$ cat src/rtl/hazard_controller_pkg.sv
// rtl/hazard_controller_pkg.sv - shared encodings for the pipeline hazard controller
// Purpose: FSM state encoding, IF/ID flush NOP constant and a register-match helper.
// Ports: none (package).
package hazard_controller_pkg;

  typedef enum logic [1:0] {
    ST_INIT     = 2'd0,
    ST_RUN      = 2'd1,
    ST_MEM_WAIT = 2'd2,
    ST_FAULT    = 2'd3
  } hc_state_t;

  // Instruction loaded into IF/ID when it is flushed (addi x0, x0, 0).
  localparam logic [31:0] NOP_INSTR = 32'h00000013;

  // True when the ID instruction actually reads a source that equals rd.
  function automatic logic reg_match(input logic uses, input logic [4:0] rd, input logic [4:0] rs);
    return uses && (rd == rs);
  endfunction

endpackage

$ cat src/rtl/hazard_controller_perf_counter.sv
// rtl/hazard_controller_perf_counter.sv - wrapping event counter
// Purpose: CNT_W-bit counter that increments by one on each enabled cycle, wraps modulo 2^CNT_W.
// Ports:
//   clk      in   clock
//   rst_n    in   asynchronous active-low reset, clears the count
//   i_en     in   increment enable
//   o_count  out  current count
module perf_counter #(
  parameter int CNT_W = 32
) (
  input  logic             clk,
  input  logic             rst_n,
  input  logic             i_en,
  output logic [CNT_W-1:0] o_count
);

  logic [CNT_W-1:0] r_count;

  always_ff @(posedge clk or negedge rst_n) begin
    if (!rst_n) begin
      r_count <= '0;
    end else if (i_en) begin
      r_count <= r_count + CNT_W'(1);
    end
  end

  assign o_count = r_count;

endmodule

$ cat src/rtl/hazard_controller.sv
// rtl/hazard_controller.sv - pipeline advance/hold/flush sequencing for the 5-stage core
// Purpose: resolves load-use stalls, taken-branch flushes and DMEM wait states, with a
//          DMEM timeout watchdog and stall/flush performance counters.
// Ports:
//   clk, rst_n                      clock, asynchronous active-low reset
//   IF_ID_REG_RS1_ADD/RS2_ADD       ID source registers
//   ID_USES_RS1/RS2                 ID instruction reads rs1/rs2
//   ID_EX_REG_RD_ADD                EX destination register
//   ID_EX_REG_MEM_CTRL_MemRead      EX instruction is a load
//   EX_BRANCH_TAKEN                 branch/jump taken in EX
//   EX_MEM_REG_DMEM_REQ, DMEM_READY MEM-stage DMEM handshake
//   PC_WRITE, IF_ID_WRITE           front-end enables
//   IF_ID_FLUSH, ID_EX_FLUSH        NOP/bubble insertion
//   BACK_WRITE                      ID/EX, EX/MEM, MEM/WB enable
//   MEM_FAULT                       sticky DMEM timeout flag
//   STALL_CNT, FLUSH_CNT            performance counters
module hazard_controller
  import hazard_controller_pkg::*;
#(
  parameter int MEM_TIMEOUT = 255,
  parameter int TO_W        = 8,
  parameter int CNT_W       = 32
) (
  input  logic             clk,
  input  logic             rst_n,
  input  logic [4:0]       IF_ID_REG_RS1_ADD,
  input  logic [4:0]       IF_ID_REG_RS2_ADD,
  input  logic             ID_USES_RS1,
  input  logic             ID_USES_RS2,
  input  logic [4:0]       ID_EX_REG_RD_ADD,
  input  logic             ID_EX_REG_MEM_CTRL_MemRead,
  input  logic             EX_BRANCH_TAKEN,
  input  logic             EX_MEM_REG_DMEM_REQ,
  input  logic             DMEM_READY,
  output logic             PC_WRITE,
  output logic             IF_ID_WRITE,
  output logic             IF_ID_FLUSH,
  output logic             ID_EX_FLUSH,
  output logic             BACK_WRITE,
  output logic             MEM_FAULT,
  output logic [CNT_W-1:0] STALL_CNT,
  output logic [CNT_W-1:0] FLUSH_CNT
);

  localparam logic [TO_W-1:0] TIMEOUT_V = TO_W'(MEM_TIMEOUT);

  hc_state_t       r_state;
  logic [TO_W-1:0] r_wait_cnt;
  logic            r_mem_fault;

  logic w_dmem_wait;
  logic w_freeze;
  logic w_load_use;
  logic w_branch_flush;
  logic w_load_stall;
  logic w_stall_inc;

  assign w_dmem_wait = EX_MEM_REG_DMEM_REQ && !DMEM_READY;
  assign w_freeze    = (r_state == ST_INIT) || (r_state == ST_FAULT) || w_dmem_wait;

  assign w_load_use = ID_EX_REG_MEM_CTRL_MemRead && (ID_EX_REG_RD_ADD != 5'd0) &&
                      (reg_match(ID_USES_RS1, ID_EX_REG_RD_ADD, IF_ID_REG_RS1_ADD) ||
                       reg_match(ID_USES_RS2, ID_EX_REG_RD_ADD, IF_ID_REG_RS2_ADD));

  // A taken branch wins over load-use: the ID instruction is wrong-path anyway.
  assign w_branch_flush = !w_freeze && EX_BRANCH_TAKEN;
  assign w_load_stall   = !w_freeze && !EX_BRANCH_TAKEN && w_load_use;

  assign PC_WRITE    = !w_freeze && !w_load_stall;
  assign IF_ID_WRITE = !w_freeze && !w_load_stall;
  assign IF_ID_FLUSH = w_branch_flush;
  assign ID_EX_FLUSH = w_branch_flush || w_load_stall;
  assign BACK_WRITE  = !w_freeze;
  assign MEM_FAULT   = r_mem_fault;

  // INIT and FAULT freeze the pipe but are not counted as stalls.
  assign w_stall_inc = (w_freeze && ((r_state == ST_RUN) || (r_state == ST_MEM_WAIT))) ||
                       w_load_stall;

  always_ff @(posedge clk or negedge rst_n) begin
    if (!rst_n) begin
      r_state     <= ST_INIT;
      r_wait_cnt  <= '0;
      r_mem_fault <= 1'b0;
    end else begin
      case (r_state)
        ST_INIT: begin
          r_state <= ST_RUN;
        end
        ST_RUN: begin
          if (w_dmem_wait) begin
            r_state    <= ST_MEM_WAIT;
            r_wait_cnt <= TO_W'(1);
          end
        end
        ST_MEM_WAIT: begin
          if (DMEM_READY) begin
            r_state    <= ST_RUN;
            r_wait_cnt <= '0;
          end else if (r_wait_cnt == TIMEOUT_V) begin
            r_state     <= ST_FAULT;
            r_mem_fault <= 1'b1;
          end else begin
            r_wait_cnt <= r_wait_cnt + TO_W'(1);
          end
        end
        default: begin
          r_state <= ST_FAULT;
        end
      endcase
    end
  end

  perf_counter #(.CNT_W(CNT_W)) u_stall_cnt (
    .clk     (clk),
    .rst_n   (rst_n),
    .i_en    (w_stall_inc),
    .o_count (STALL_CNT)
  );

  perf_counter #(.CNT_W(CNT_W)) u_flush_cnt (
    .clk     (clk),
    .rst_n   (rst_n),
    .i_en    (w_branch_flush),
    .o_count (FLUSH_CNT)
  );

endmodule
$ cat config.mk
export PLATFORM = sky130hd
export DESIGN_NAME = hazard_controller
export DESIGN_NICKNAME = d
export VERILOG_FILES = /design/src/rtl/hazard_controller_pkg.sv /design/src/rtl/hazard_controller_perf_counter.sv /design/src/rtl/hazard_controller.sv
export SDC_FILE = /design/constraint.sdc
export NUM_CORES = 1
export LEC_CHECK = 0
export ABC_AREA = 1
export BUFFER_PORTS_ARGS = -buffer_cell sky130_fd_sc_hd__buf_4
export CORE_MARGIN = 5
export CORE_UTILIZATION = 50
export CTS_CLUSTER_DIAMETER = 120
export CTS_CLUSTER_SIZE = 14
export DETAILED_ROUTE_END_ITERATION = 16
export GPL_TIMING_DRIVEN = 0
export PLACE_DENSITY_LB_ADDON = 0.05
export SLEW_MARGIN = 20
export SYNTH_ARGS = -nofsm -noshare
export SYNTH_HDL_FRONTEND = slang
export SYNTH_HIERARCHICAL = 1
export SYNTH_SLANG_ARGS = --single-unit
$ cat constraint.sdc
create_clock -name clk -period 1.95 [get_ports clk]
set_clock_uncertainty 0.15 [all_clocks]
set_input_delay 0.195 -clock clk [delete_from_list [all_inputs] [get_ports clk]]
set_output_delay 0.195 -clock clk [all_outputs]
set_load 0.1 [all_outputs]
Word-level counts from Yosys, hierarchy flattened
Cells that the tools add are included.

Word-level logic and storage cells: 52. Bits in registers: 75. Output and inout bits: 70. Bits of input ports: 23.

Muxes and demuxes: 8. Reduce and logical (&&, ||, !) cells: 26. $add $sub $neg: 3. Bitwise logic cells: 1. Equality and inequality tests: 9.

Operators with widths (count): $add A32 B1 Y32 const B (2); $mux W8 (3); $pmux W8 S2 (1); $eq A5 B5 Y1 (2); $logic_and A1 B1 Y1 (10); $add A8 B1 Y8 const B (1); $eq A8 B8 Y1 const B (1); $logic_or A1 B1 Y1 (6); $mux W2 (3); $pmux W2 S3 (1); $reduce_and A3 Y1 (2); $reduce_bool A5 Y1 (1); $eq A2 B2 Y1 const B (2); $logic_not A1 Y1 (4); $ne A3 B2 Y1 const B (1); $ne A3 B3 Y1 const B (1); $eq A2 B1 Y1 const B (1); $logic_not A2 Y1 (1); $ne A2 B2 Y1 const B (1); $reduce_and A2 Y1 (1); $reduce_bool A2 Y1 (1); $not A1 Y1 (1).

Logic depth before layout (Yosys ltp)
Gate-level depths: netlist of the first run.

Word-level depth: 8. Gate-level depth with buffers: 15. Gate-level depth less buffers: 15.

By module
The synthesis of the first run kept the hierarchy.

By module, submodules not included: perf_counter (times used 2, seq. area each 800.8 um^2, cells each 229, area an instance 1761.7 um^2); hazard_controller (times used 1, seq. area each 275.3 um^2, cells each 153, area an instance 969.7 um^2).

Worst setup path before layout of the first run
OpenSTA, ideal clock, no wires.

Path type: reg2out. Start point: register r_state[0]. End point: output port ID_EX_FLUSH. Stages on the path, launching flop included: 8. Required time: 1.605 ns. Slack: -2.493 ns. Buffers on the path: 0. Data arrival time: 4.098 ns. Cells stage by stage: dfrtp_1 > inv_1 > ha_1 > a21oi_2 > inv_1 > nor2_1 > inv_1 > nand2_1.

Elaborated cells between the ends (all ways): 9. Classes of those cells: eq/ne: 1; reduce/logical: 8.

RTL lines: start, declared (RTL line hazard_controller.sv:47) `hc_state_t r_state;`; start signal, assigned (RTL line hazard_controller.sv:82) `r_state <= ST_INIT;`; start signal, assigned (RTL line hazard_controller.sv:88) `r_state <= ST_RUN;`; start signal, assigned (RTL line hazard_controller.sv:92) `r_state <= ST_MEM_WAIT;`; $eq A2 B2 Y1 or $logic_not A2 Y1 (tied branches) (RTL line hazard_controller.sv:59) `assign w_freeze = (r_state == ST_INIT) || (r_state == ST_FAULT) || w_dmem_wait;`; $logic_or A1 B1 Y1 * (2 in a row) (RTL line hazard_controller.sv:59); $logic_not A1 Y1 *; named net BACK_WRITE (RTL line hazard_controller.sv:39) `output logic BACK_WRITE,`; $logic_and A1 B1 Y1 * (RTL line hazard_controller.sv:66) `assign w_branch_flush = !w_freeze && EX_BRANCH_TAKEN;`; named net IF_ID_FLUSH (RTL line hazard_controller.sv:37) `output logic IF_ID_FLUSH,`; $logic_or A1 B1 Y1 * (RTL line hazard_controller.sv:72) `assign ID_EX_FLUSH = w_branch_flush || w_load_stall;`; end, declared (RTL line hazard_controller.sv:38) `output logic ID_EX_FLUSH,`.

The timed path passes the listed nets; every way through them passes the cells marked *.

Final worst setup path of the first run
Start point: register r_state[0]. End point: output port PC_WRITE.

Longest elaborated chain between the ends: 8. Elaborated cells between the ends (all ways): 9. Classes of those cells: eq/ne: 1; reduce/logical: 8.

Ends and longest elaborated chain: $eq A2 B2 Y1 or $logic_not A2 Y1 (tied branches) (RTL line hazard_controller.sv:59); $logic_or A1 B1 Y1 * (2 in a row) (RTL line hazard_controller.sv:59); $logic_not A1 Y1 * (RTL line hazard_controller.sv:67, hazard_controller.sv:69); $logic_and A1 B1 Y1 (2 in a row) (RTL line hazard_controller.sv:67) `assign w_load_stall = !w_freeze && !EX_BRANCH_TAKEN && w_load_use;`; $logic_not A1 Y1 (RTL line hazard_controller.sv:69) `assign PC_WRITE = !w_freeze && !w_load_stall;`; $logic_and A1 B1 Y1 * (RTL line hazard_controller.sv:69); end, declared (RTL line hazard_controller.sv:35) `output logic PC_WRITE,`.

Every way passes the cells marked *; elsewhere a longest branch is shown, timed or not.

==> impl_results.md, run 1 <==
- CTS Root Buffer Type: clkbuf_8
- Top cell type's share of synthesized area: 0.418
- First-pass GRT wire length: 19300 um
- DRC viols: 0
- Minimum clock period: 2200 ps
- Std-Cell Rows: 34
- Final Instance Area: 6230 um2
- TritonCTS clock tree: done
- H-tree levels: 3
- Nature of the critical path startpoint: flip-flop
- RePlAce Congestion: 0.831
- Die width: 105 um
- Layout cell share with drive strength beyond 1: 0.296
- DP Area: 5440 um2
- Met2 wire length: 5880 um
- Layout area overhead: 38.6%
- Core region area: 8720 um2
- Pin count of the biggest net entering global routing: 76
- Status: finished, violations left
- Drt initial violations: 107
- Port Buffers: 92
- Post-DR wirelength/cell: 13.5 um
- Compound-Gate Fraction of Synth Area: 0.0217
- Placed cells: 811
- Antenna viol nets, final: 0
- # diodes: 0
- DRT met1 WL: 4850 um
- NumNets Final: 773
- Crit-path max FO: 4
- Synth top area cells: dfrtp_1, nand2_1, nor2_1
- Syn_nets: 640
- Detailed Routing Iterations Pass 1: 7
- Clock Sinks: 75
- Initial antenna violation count: 0
- Register area share after synthesis: 0.418
- Syn Area/Cell: 7.35 um2
- WP data arrival: 1850 ps
- Setup-failing EPs final: 60
- Post-synth cell types: 29
- Synthesized area: 4490 um2
- Max VDD drop: 1470 uV
- Syn Inst Count: 611
- Fillers: 693
- Max layer used: met4
- Fmax: 0.455 GHz
- Slew Viols, Final: 0
- CP Data Required Time: 1600 ps
- Vias per inst: 5.05
- Slew margin rel.: 0.365
- Crit share post-route: 1.13
- Vias: 4332
- Routed wire length: 11600 um
- Final worst slack: -249 ps
- Leak: 3.04 nW
- GRT Util Overall: 0.211
- PD cells: 1150 nW/um2
- RSZ-0062 raised after global routing: yes
- Die Area: 11000 um2
- Top Ports: 93
- Layout Utilization: 0.714
- Critical path type: reg2out
- Commonest non-fill, non-tap cell in the layout: nand2_1
- Gr ovfl total: 0
- CTS clock-pin slew for the worst setup and hold paths: 90 ps
- Clk buf depth: 2
- Num CTS Buffers: 9
- Vias in the first global route: 4306
- XOR/XNOR Fraction of Synth Area: 0.0682
- Fin Setup TNS: -8580 ps
- Post-synthesis async set-or-reset flop share: 1.00
- Die height: 105 um
- Routed wl met3: 587 um
- Worst hold path type: in2reg
- Flops & latches, synth: 75
- Worst slew pin tran: 953 ps
- Synth Area in Simple Gates: 0.410
- Most frequent cells in the layout: nand2_1, buf_4, dfrtp_1
- Initial Util: 0.515
- Final Hold Viols: 0
- R2r setup slk: -220 ps
- WHS: 15.8 ps
- Final std cells w/o fill: 857
- Post-synthesis mux area share: 0
- CP endpoint kind: primary output
- Main combinational cell family by area after synthesis: simple AND/OR/NAND/NOR gates
- Post-Synth Adder-Cell Area: 0.0167
- Cell accounting for the most synthesized area: dfrtp_1
- Maxcap violations: 0
- Syn. warnings: 6
- Worst skew pair latency: 360 ps
- Failing checks: setup timing
- Post-synth EDFFs: 0
- DP HPWL: 8400 um
- Post-synth top flop: dfrtp_1
synth_stat cells, types with 2 or more instances:
| cell type | number |
|---|---|
| nor3_1 | 6 |
| xnor2_1 | 12 |
| and2_1 | 4 |
| nand2_2 | 6 |
| xor2_1 | 23 |
| dfrtp_1 | 75 |
| nand3_2 | 5 |
| a21oi_1 | 3 |
| o21ai_0 | 2 |
| nand3b_1 | 14 |
| inv_1 | 69 |
| inv_2 | 3 |
| ha_1 | 6 |
| nand4_1 | 4 |
| nor2_2 | 16 |
| nor2_1 | 82 |
| nand3_1 | 45 |
| nand2_1 | 212 |
| o21ai_2 | 5 |
| nor2_4 | 10 |
power by group:
group          total [W]  internal [W]  switching (W)
logic            0.00370       0.00120        0.00250
clock network    0.00149      0.000882       0.000613
registers        0.00194       0.00172       0.000217
total            0.00714       0.00381        0.00333
per-layer routing:
metal | global-route usage | vias to the layer above
li1 | - | 2154
met1 | 0.252 | 2038
met2 | 0.366 | 114
met3 | 0.0530 | 26
met4 | 0.0767 | 0
met5 | 0 | -
worst paths after layout:
check                                        from                                   to  cells past startpoint
min reg2reg                 MEM_FAULT$_DFFE_PN0P_                MEM_FAULT$_DFFE_PN0P_                      2
max reg2reg                r_state[0]$_DFFE_PN0P_  u_flush_cnt/o_count[31]$_DFFE_PN0P_                     14
max                        r_state[0]$_DFFE_PN0P_                             PC_WRITE                      9
min in group asynchronous                   rst_n            r_wait_cnt[5]$_DFFE_PN0P_                      2
min                                    DMEM_READY            r_wait_cnt[0]$_DFFE_PN0P_                      4
max in group asynchronous                   rst_n   u_flush_cnt/o_count[9]$_DFFE_PN0P_                      2
cells by family (layout without fill, tap and decap cells):
kind of cell	Yosys count	count (layout)
AOI/OAI and AO/OA	14	14
xor gates and xnor gates	35	35
adders and majority gates	6	6
buffers and inverters	74	212
DFF	75	75
and+or+nand+nor	407	407
area by class of cell:
class / instances / area (um2) / share of cell area
tap: 108 / 135 / 0.0217
sequential: 75 / 1880 / 0.301
buffer: 2 / 35.0 / 0.00562
inverter: 72 / 288 / 0.0462
clock inverter: 5 / 100 / 0.0161
multi-input combinational: 462 / 2620 / 0.421
clock buffer: 11 / 141 / 0.0227
timing repair buffer: 122 / 1030 / 0.166
flip-flops by register name, indices dropped and copies added (netlist names):
register	count
r_wait_cnt	8
u_stall_cnt/o_count	32
MEM_FAULT	1
u_flush_cnt/o_count	32
r_state	2
critical path, cell delays in order (launching register included):
cell,delay [ps]
dfrtp_1,400
inv_2,70
ha_4,200
a21oi_4,160
nand3_2,100
nor2_4,110
buf_6,110
a21oi_4,60
buf_12,130
buf_12,150
stage by stage:
stage          total power (W)  worst slack [ps]
3_5_place_dp           0.00498              -501
4_1_cts                0.00687              -278
2_1_floorplan          0.00436             -1050
6_report               0.00714              -249
5_1_grt                0.00748              -370
3_3_place_gp           0.00494              -446
repair_timing:
action,4_1_cts,5_1_grt
pin swaps,18,25
gates resized for setup,35,41
endpoints found under the setup margin,59,62
hold endpoints to repair,75,0
hold buffers,1,0
setup buffers,22,8
Note: power is estimated with default switching activity, not from simulation.
==> run 2: changes to the inputs <==
--- a/config.mk
+++ b/config.mk
@@ -14,6 +14,7 @@
 export DETAILED_ROUTE_END_ITERATION = 16
 export GPL_TIMING_DRIVEN = 0
 export PLACE_DENSITY_LB_ADDON = 0.05
+export RECOVER_POWER = 100
 export SLEW_MARGIN = 20
 export SYNTH_ARGS = -nofsm -noshare
 export SYNTH_HDL_FRONTEND = slang
==> run 2 against run 1 <==
The run ends with hold timing, setup timing left. Sequential share of layout area up 0.87 points. Power down 1.2%. Wire length about the same. Utilization down 2.0 points. Worst setup slack better by 3.4 ps. Clock power about the same. Die area unchanged. Sequential cell count unchanged. Global-route usage unchanged. First-iteration DRC count down 5.6%. Sequential power about the same. Largest cell class unchanged.
==> impl_results.md, run 2 (synthesis results as in run 1) <==
- Layout area overhead: 34.8%
- Critical path type: reg2out
- Nature of the critical path startpoint: flip-flop
- # diodes: 0 (unchanged)
- Failing checks: hold timing, setup timing
- Slowest cell on the critical path: dfrtp_1
- Worst slew pin tran: 1030 ps (+77.5 ps)
- Setup-failing EPs final: 67 (+12%)
- NumNets Final: 773 (unchanged)
- Worst skew pair latency: 360 ps (about the same)
- Std-Cell Rows: 34 (unchanged)
- Port Buffers: 92 (unchanged)
- Num CTS Buffers: 9 (unchanged)
- Final std cells w/o fill: 857 (unchanged)
- Status: finished, violations left
- Clk buf depth: 2 (unchanged)
- Post-DR wirelength/cell: 13.5 um (about the same)
- Max stage delay on crit path: 400 ps (about the same)
- Die height: 105 um (unchanged)
- Vias in the first global route: 4306 (unchanged)
- Commonest non-fill, non-tap cell in the layout: nand2_1
- Initial antenna violation count: 0 (unchanged)
- CP endpoint kind: primary output
- Layout cell share with drive strength beyond 1: 0.294 (-0.00267)
- Gr ovfl total: 0 (unchanged)
- Fmax: 0.455 GHz (+0.16%)
- TritonCTS clock tree: done
- RSZ-0062 raised after global routing: yes
- DP HPWL: 8400 um (unchanged)
- WHS: -3.57 ps (-19.4 ps)
- Most frequent cells in the layout: nand2_1, dfrtp_1, nor2_1
- Top Ports: 93 (unchanged)
- PD cells: 1160 nW/um2 (+1.6%)
- GRT Util Overall: 0.211 (unchanged)
- Vias: 4335 (+0.069%)
- Max VDD drop: 1400 uV (-4.7%)
- Crit share post-route: 1.13 (-0.00175)
- Vias per inst: 5.06 (about the same)
- Leak: 2.98 nW (-1.8%)
- CP Data Required Time: 1600 ps (about the same)
- CTS Root Buffer Type: clkbuf_8
- CTS clock-pin slew for the worst setup and hold paths: 90 ps (about the same)
- Final Hold Viols: 1 (+1)
- Clock Sinks: 75 (unchanged)
- H-tree levels: 3 (unchanged)
- Fin Setup TNS: -8910 ps (-326 ps)
- Crit path cell chain: inv_2, ha_4, a21oi_4, nand3_2, nor2_4, buf_6, a21oi_4, buf_12, buf_12
- WP data arrival: 1850 ps (about the same)
- Core region area: 8720 um2 (unchanged)
- RePlAce Congestion: 0.831 (unchanged)
- Die Area: 11000 um2 (unchanged)
- Slew Viols, Final: 0 (unchanged)
- DRC viols: 0 (unchanged)
- Minimum clock period: 2200 ps (-3.42 ps)
- Routed wire length: 11600 um (about the same)
- Slew margin rel.: 0.313 (-0.0516)
- Antenna viol nets, final: 0 (unchanged)
- Final worst slack: -246 ps (+3.42 ps)
- Critical Path Start: r_state[0]$_DFFE_PN0P_
- Detailed Routing Iterations Pass 1: 4 (-3)
- Drt initial violations: 101 (-5.6%)
- Critical R2R Launch: r_state[0]$_DFFE_PN0P_
- Die width: 105 um (unchanged)
- Pin count of the biggest net entering global routing: 76 (unchanged)
- Initial Util: 0.515 (unchanged)
- Maxcap violations: 0 (unchanged)
- Hold Crit Start: DMEM_READY
- Worst hold path type: in2reg
- First-pass GRT wire length: 19300 um (unchanged)
- Placed cells: 811 (unchanged)
- Crit-path max FO: 4 (unchanged)
==> run 2: cell types whose count changed in the layout (fill, tap and decap cells not counted) <==
cell,delta
nor2_4,-1
nor2_1,+1
clkbuf_1,+1
buf_4,-67
clkbuf_4,+1
clkbuf_2,+65
==> run 2: repair_timing <==
action,in CTS,in global routing
pin swaps,18,25
setup endpoints to repair,59,62
buffers inserted,22,8
endpoints found under the hold margin,75,0
resized for setup,35,41
hold buffers,1,0
==> run 2: worst paths after layout <==
| path | end | slack [ps] | cells past startpoint |
|---|---|---|---|
| worst max-delay path | PC_WRITE | -250 | 9 |
| worst min-delay path | r_wait_cnt[0]$_DFFE_PN0P_ | -4 | 4 |
| worst max register to register | u_flush_cnt/o_count[31]$_DFFE_PN0P_ | -220 | 14 |
| worst min register to register | MEM_FAULT$_DFFE_PN0P_ | 330 | 2 |
| max in group asynchronous | u_stall_cnt/o_count[14]$_DFFE_PN0P_ | 560 | 2 |
| min in group asynchronous | r_wait_cnt[5]$_DFFE_PN0P_ | 420 | 2 |
==> run 2: stage by stage <==
step | power [W] | worst slack, ps | area [um2] | utilization | hold slack, ps
after floorplan | 0.00436 | -1050 | 4610 | - | -251
after global placement | 0.00494 | -446 | 5440 | 0.624 | 252
after detailed placement | 0.00498 | -501 | 5440 | 0.624 | 259
after CTS | 0.00687 | -278 | 6000 | 0.688 | 10.9
after global routing | 0.00739 | -370 | 6050 | 0.694 | 12.9
final | 0.00705 | -246 | 6050 | 0.694 | -3.57
==> run 2: routing by layer <==
layer  vias up  global-route usage  share of wire
met5         -                   0              0
met3        26              0.0530          0.046
li1       2159                   -              -
met2       105               0.366           0.50
met4         0              0.0767          0.026
met1      2045               0.252           0.43
==> run 2: final cells by class <==
cell class	instances	area, um2
tap	108	135
buffer	2	35.0
clock inverter	5	100
sequential	75	1880
inverter	72	288
timing repair buffer	122	866
fill	728	2670
multi-input combinational	462	2610
clock buffer	11	141
==> run 2: where the power goes <==
part	switching [W]	total, W	internal, W
combinational	0.00249	0.00361	0.00112
clock	0.000614	0.00150	0.000882
sequential	0.000216	0.00194	0.00172
==> run 2: critical path: cells and delay by family, from the launching register on <==
kind / cells / cell delay [ps]
AND/OR/NAND/NOR: 2 / 210
buffers and inverters: 4 / 460
flip-flops: 1 / 400
adder cells (fa/ha/maj): 1 / 200
AO/OA/AOI/OAI: 2 / 220
==> run 3: changes to the inputs <==
--- a/config.mk
+++ b/config.mk
@@ -7,8 +7,10 @@
 export LEC_CHECK = 0
 export ABC_AREA = 1
 export BUFFER_PORTS_ARGS = -buffer_cell sky130_fd_sc_hd__buf_4
+export CELL_PAD_IN_SITES_DETAIL_PLACEMENT = 1
+export CELL_PAD_IN_SITES_GLOBAL_PLACEMENT = 2
 export CORE_MARGIN = 5
-export CORE_UTILIZATION = 50
+export CORE_UTILIZATION = 28
 export CTS_CLUSTER_DIAMETER = 120
 export CTS_CLUSTER_SIZE = 14
 export DETAILED_ROUTE_END_ITERATION = 16
==> run 3 against run 2 <==
The run ends with setup timing left. Clock power is 33% higher. Global-route usage is 5.3 points lower. Combinational power grew 3%. First-iteration DRC count up 7.9%. Non-clock buffer count increased by 1. Utilization down 29 points. Via count down 0.14%. Fmax fell by 0.84%. Wire length grew 22%. Worst hold slack better by 52 ps. Largest cell class unchanged. Design area rose by 5.5%. Worst setup slack worse by 18 ps.
==> impl_results.md, run 3 (synthesis results as in run 1) <==
- Status: finished, violations left
- Failing checks: setup timing
- RePlAce Congestion: 0.793 (-4.6%)
- Setup-failing EPs final: 60 (-10%)
- Routed wire length: 14200 um (+22%)
- Gr ovfl total: 0 (unchanged)
- Nature of the critical path startpoint: flip-flop
- Critical path type: reg2reg
- Minimum clock period: 2210 ps (+18.5 ps)
- Worst skew pair latency: 340 ps (-20 ps)
- Leak: 3.05 nW (+2.3%)
- Die Area: 18700 um2 (+70%)
- Port Buffers: 92 (unchanged)
- Clock Sinks: 75 (unchanged)
- Commonest non-fill, non-tap cell in the layout: nand2_1
- Max stage delay on crit path: 380 ps (-20 ps)
- Die width: 137 um (+30%)
- Top delay family on crit path: simple AND/OR/NAND/NOR gates
- Worst slew pin tran: 1080 ps (+54.9 ps)
- Fillers: 1913 (+160%)
- Crit share post-route: 1.14 (+0.00949)
- GRT Util Overall: 0.158 (-0.0528)
- Reg area: 1880 um2 (unchanged)
- Layout area overhead: 42.2%
- Vias: 4329 (-0.14%)
- Most frequent cells in the layout: nand2_1, dfrtp_1, nor2_1
- DP HPWL: 10700 um (+27%)
- Crit path cell chain: inv_2, ha_4, a21oi_4, nand3_2, nor2_4, nand2_2, nand2_4, nand2_4, nor2_4, nand2_4, nor2_4, nand2_1, nand2_1, nand2_1
- DP Area: 5570 um2 (+2.5%)
- Antenna viol nets, final: 0 (unchanged)
- WP data arrival: 2300 ps (+450 ps)
- Clk buf depth: 2 (unchanged)
- Drt initial violations: 109 (+7.9%)
- Layout cell share with drive strength beyond 1: 0.295 (+0.000942)
- Core region area: 15800 um2 (+81%)
- Crit-path max FO: 5 (+1)
- Fmax: 0.452 GHz (-0.84%)
- Initial Util: 0.284 (-0.231)
- CTS Root Buffer Type: clkbuf_16
- # diodes: 0 (unchanged)
- Area of the multi-input gates: 2640 um2 (+0.86%)
- PD cells: 1200 nW/um2 (+2.9%)
- Maxcap violations: 0 (unchanged)
- Worst hold path type: in2reg
- Pre-CTS WS: -579 ps (-77.5 ps)
- Final std cells w/o fill: 966 (+13%)
- Post-DR wirelength/cell: 14.7 um (+8.5%)
- Vias in the first global route: 4497 (+4.4%)
- Design Power: 0.00765 W (+8.6%)
- Placed cells: 919 (+13%)
- RSZ-0062 raised after global routing: yes
- TritonCTS clock tree: done
- First-pass GRT wire length: 23100 um (+20%)
- CP endpoint kind: flip-flop
- H-tree levels: 3 (unchanged)
- Pin count of the biggest net entering global routing: 76 (unchanged)
- Max VDD drop: 572 uV (-59%)
- CP Data Required Time: 2040 ps (+440 ps)
- Std-Cell Rows: 46 (+35%)
- Worst path bufs/invs: 1 (-3)
- DRC viols: 0 (unchanged)
- Final Hold Viols: 0 (-1)
- NumNets Final: 774 (+0.13%)
- Top Ports: 93 (unchanged)
- Detailed Routing Iterations Pass 1: 4 (unchanged)
- Slew margin rel.: 0.277 (-0.0366)
- Slew Viols, Final: 0 (unchanged)
- Final Instance Area: 6390 um2 (+5.5%)
- Initial antenna violation count: 0 (unchanged)
- Fin Setup TNS: -9600 ps (-692 ps)
- CTS clock-pin slew for the worst setup and hold paths: 60 ps (-30 ps)
- Num CTS Buffers: 9 (unchanged)
- Final worst slack: -264 ps (-18.5 ps)
- Vias per inst: 4.48 (-11%)
- Die height: 137 um (+30%)
- Slowest cell on the critical path: dfrtp_1
==> run 3: power by group <==
group	internal (W)	total (W)	switching (W)	leakage, nW
logic	0.00118	0.00371	0.00253	1.87
clock network	0.00129	0.00199	0.000707	0.163
registers	0.00173	0.00195	0.000221	1.01
==> run 3: what timing repair did <==
| action | 4_1_cts | 5_1_grt |
|---|---|---|
| endpoints found under the hold margin | 75 | 0 |
| endpoints found under the setup margin | 60 | 69 |
| pin swaps | 27 | 15 |
| buffers inserted | 19 | 11 |
| resized for setup | 51 | 24 |
| cloned | 0 | 0 |
| hold buffers | 1 | 0 |
==> run 3: per-stage QoR <==
stage | hold WS, ps | utilization
final | 48.5 | 0.404
after global routing | 64.0 | 0.404
after CTS | 41.3 | 0.397
after detailed placement | 283 | 0.352
after global placement | 297 | 0.352
after floorplan | -251 | -
==> run 3: final cells by class <==
type	instances	share of cell area
plain buffers	2	0.00548
clock buffers	12	0.0386
clock inverters	4	0.0153
inverters	72	0.0435
multi-input cells	462	0.412
flip-flops and latches	75	0.294
well taps	216	0.0423
repair buffers	123	0.149
==> run 3: worst reg2reg max path, delay by kind of cell, from the launching register on <==
kind,cells,cell delay [ps]
simple gates,11,1140
flops,1,380
fa+ha+maj,1,210
buf+inv,1,70
compound gates,1,150
==> run 3: layer usage <==
metal / up-vias / track usage / part of all wire
met1: 2085 / 0.195 / 0.44
met3: 16 / 0.0265 / 0.029
li1: 2165 / - / -
met2: 63 / 0.280 / 0.52
met5: - / 0 / 0
met4: 0 / 0.0504 / 0.016
==> run 3: path summary, 6_finish.rpt <==
kind | start | end | slack [ps] | cells past startpoint
worst min register to register | MEM_FAULT$_DFFE_PN0P_ | MEM_FAULT$_DFFE_PN0P_ | 330 | 2
worst max register to register | r_state[0]$_DFFE_PN0P_ | u_stall_cnt/o_count[24]$_DFFE_PN0P_ | -260 | 14
worst max-delay path | r_state[0]$_DFFE_PN0P_ | u_stall_cnt/o_count[24]$_DFFE_PN0P_ | -260 | 14
min in group asynchronous | rst_n | r_wait_cnt[6]$_DFFE_PN0P_ | 450 | 2
max in group asynchronous | rst_n | u_flush_cnt/o_count[0]$_DFFE_PN0P_ | 490 | 2
worst min-delay path | DMEM_READY | r_wait_cnt[0]$_DFFE_PN0P_ | 50 | 4
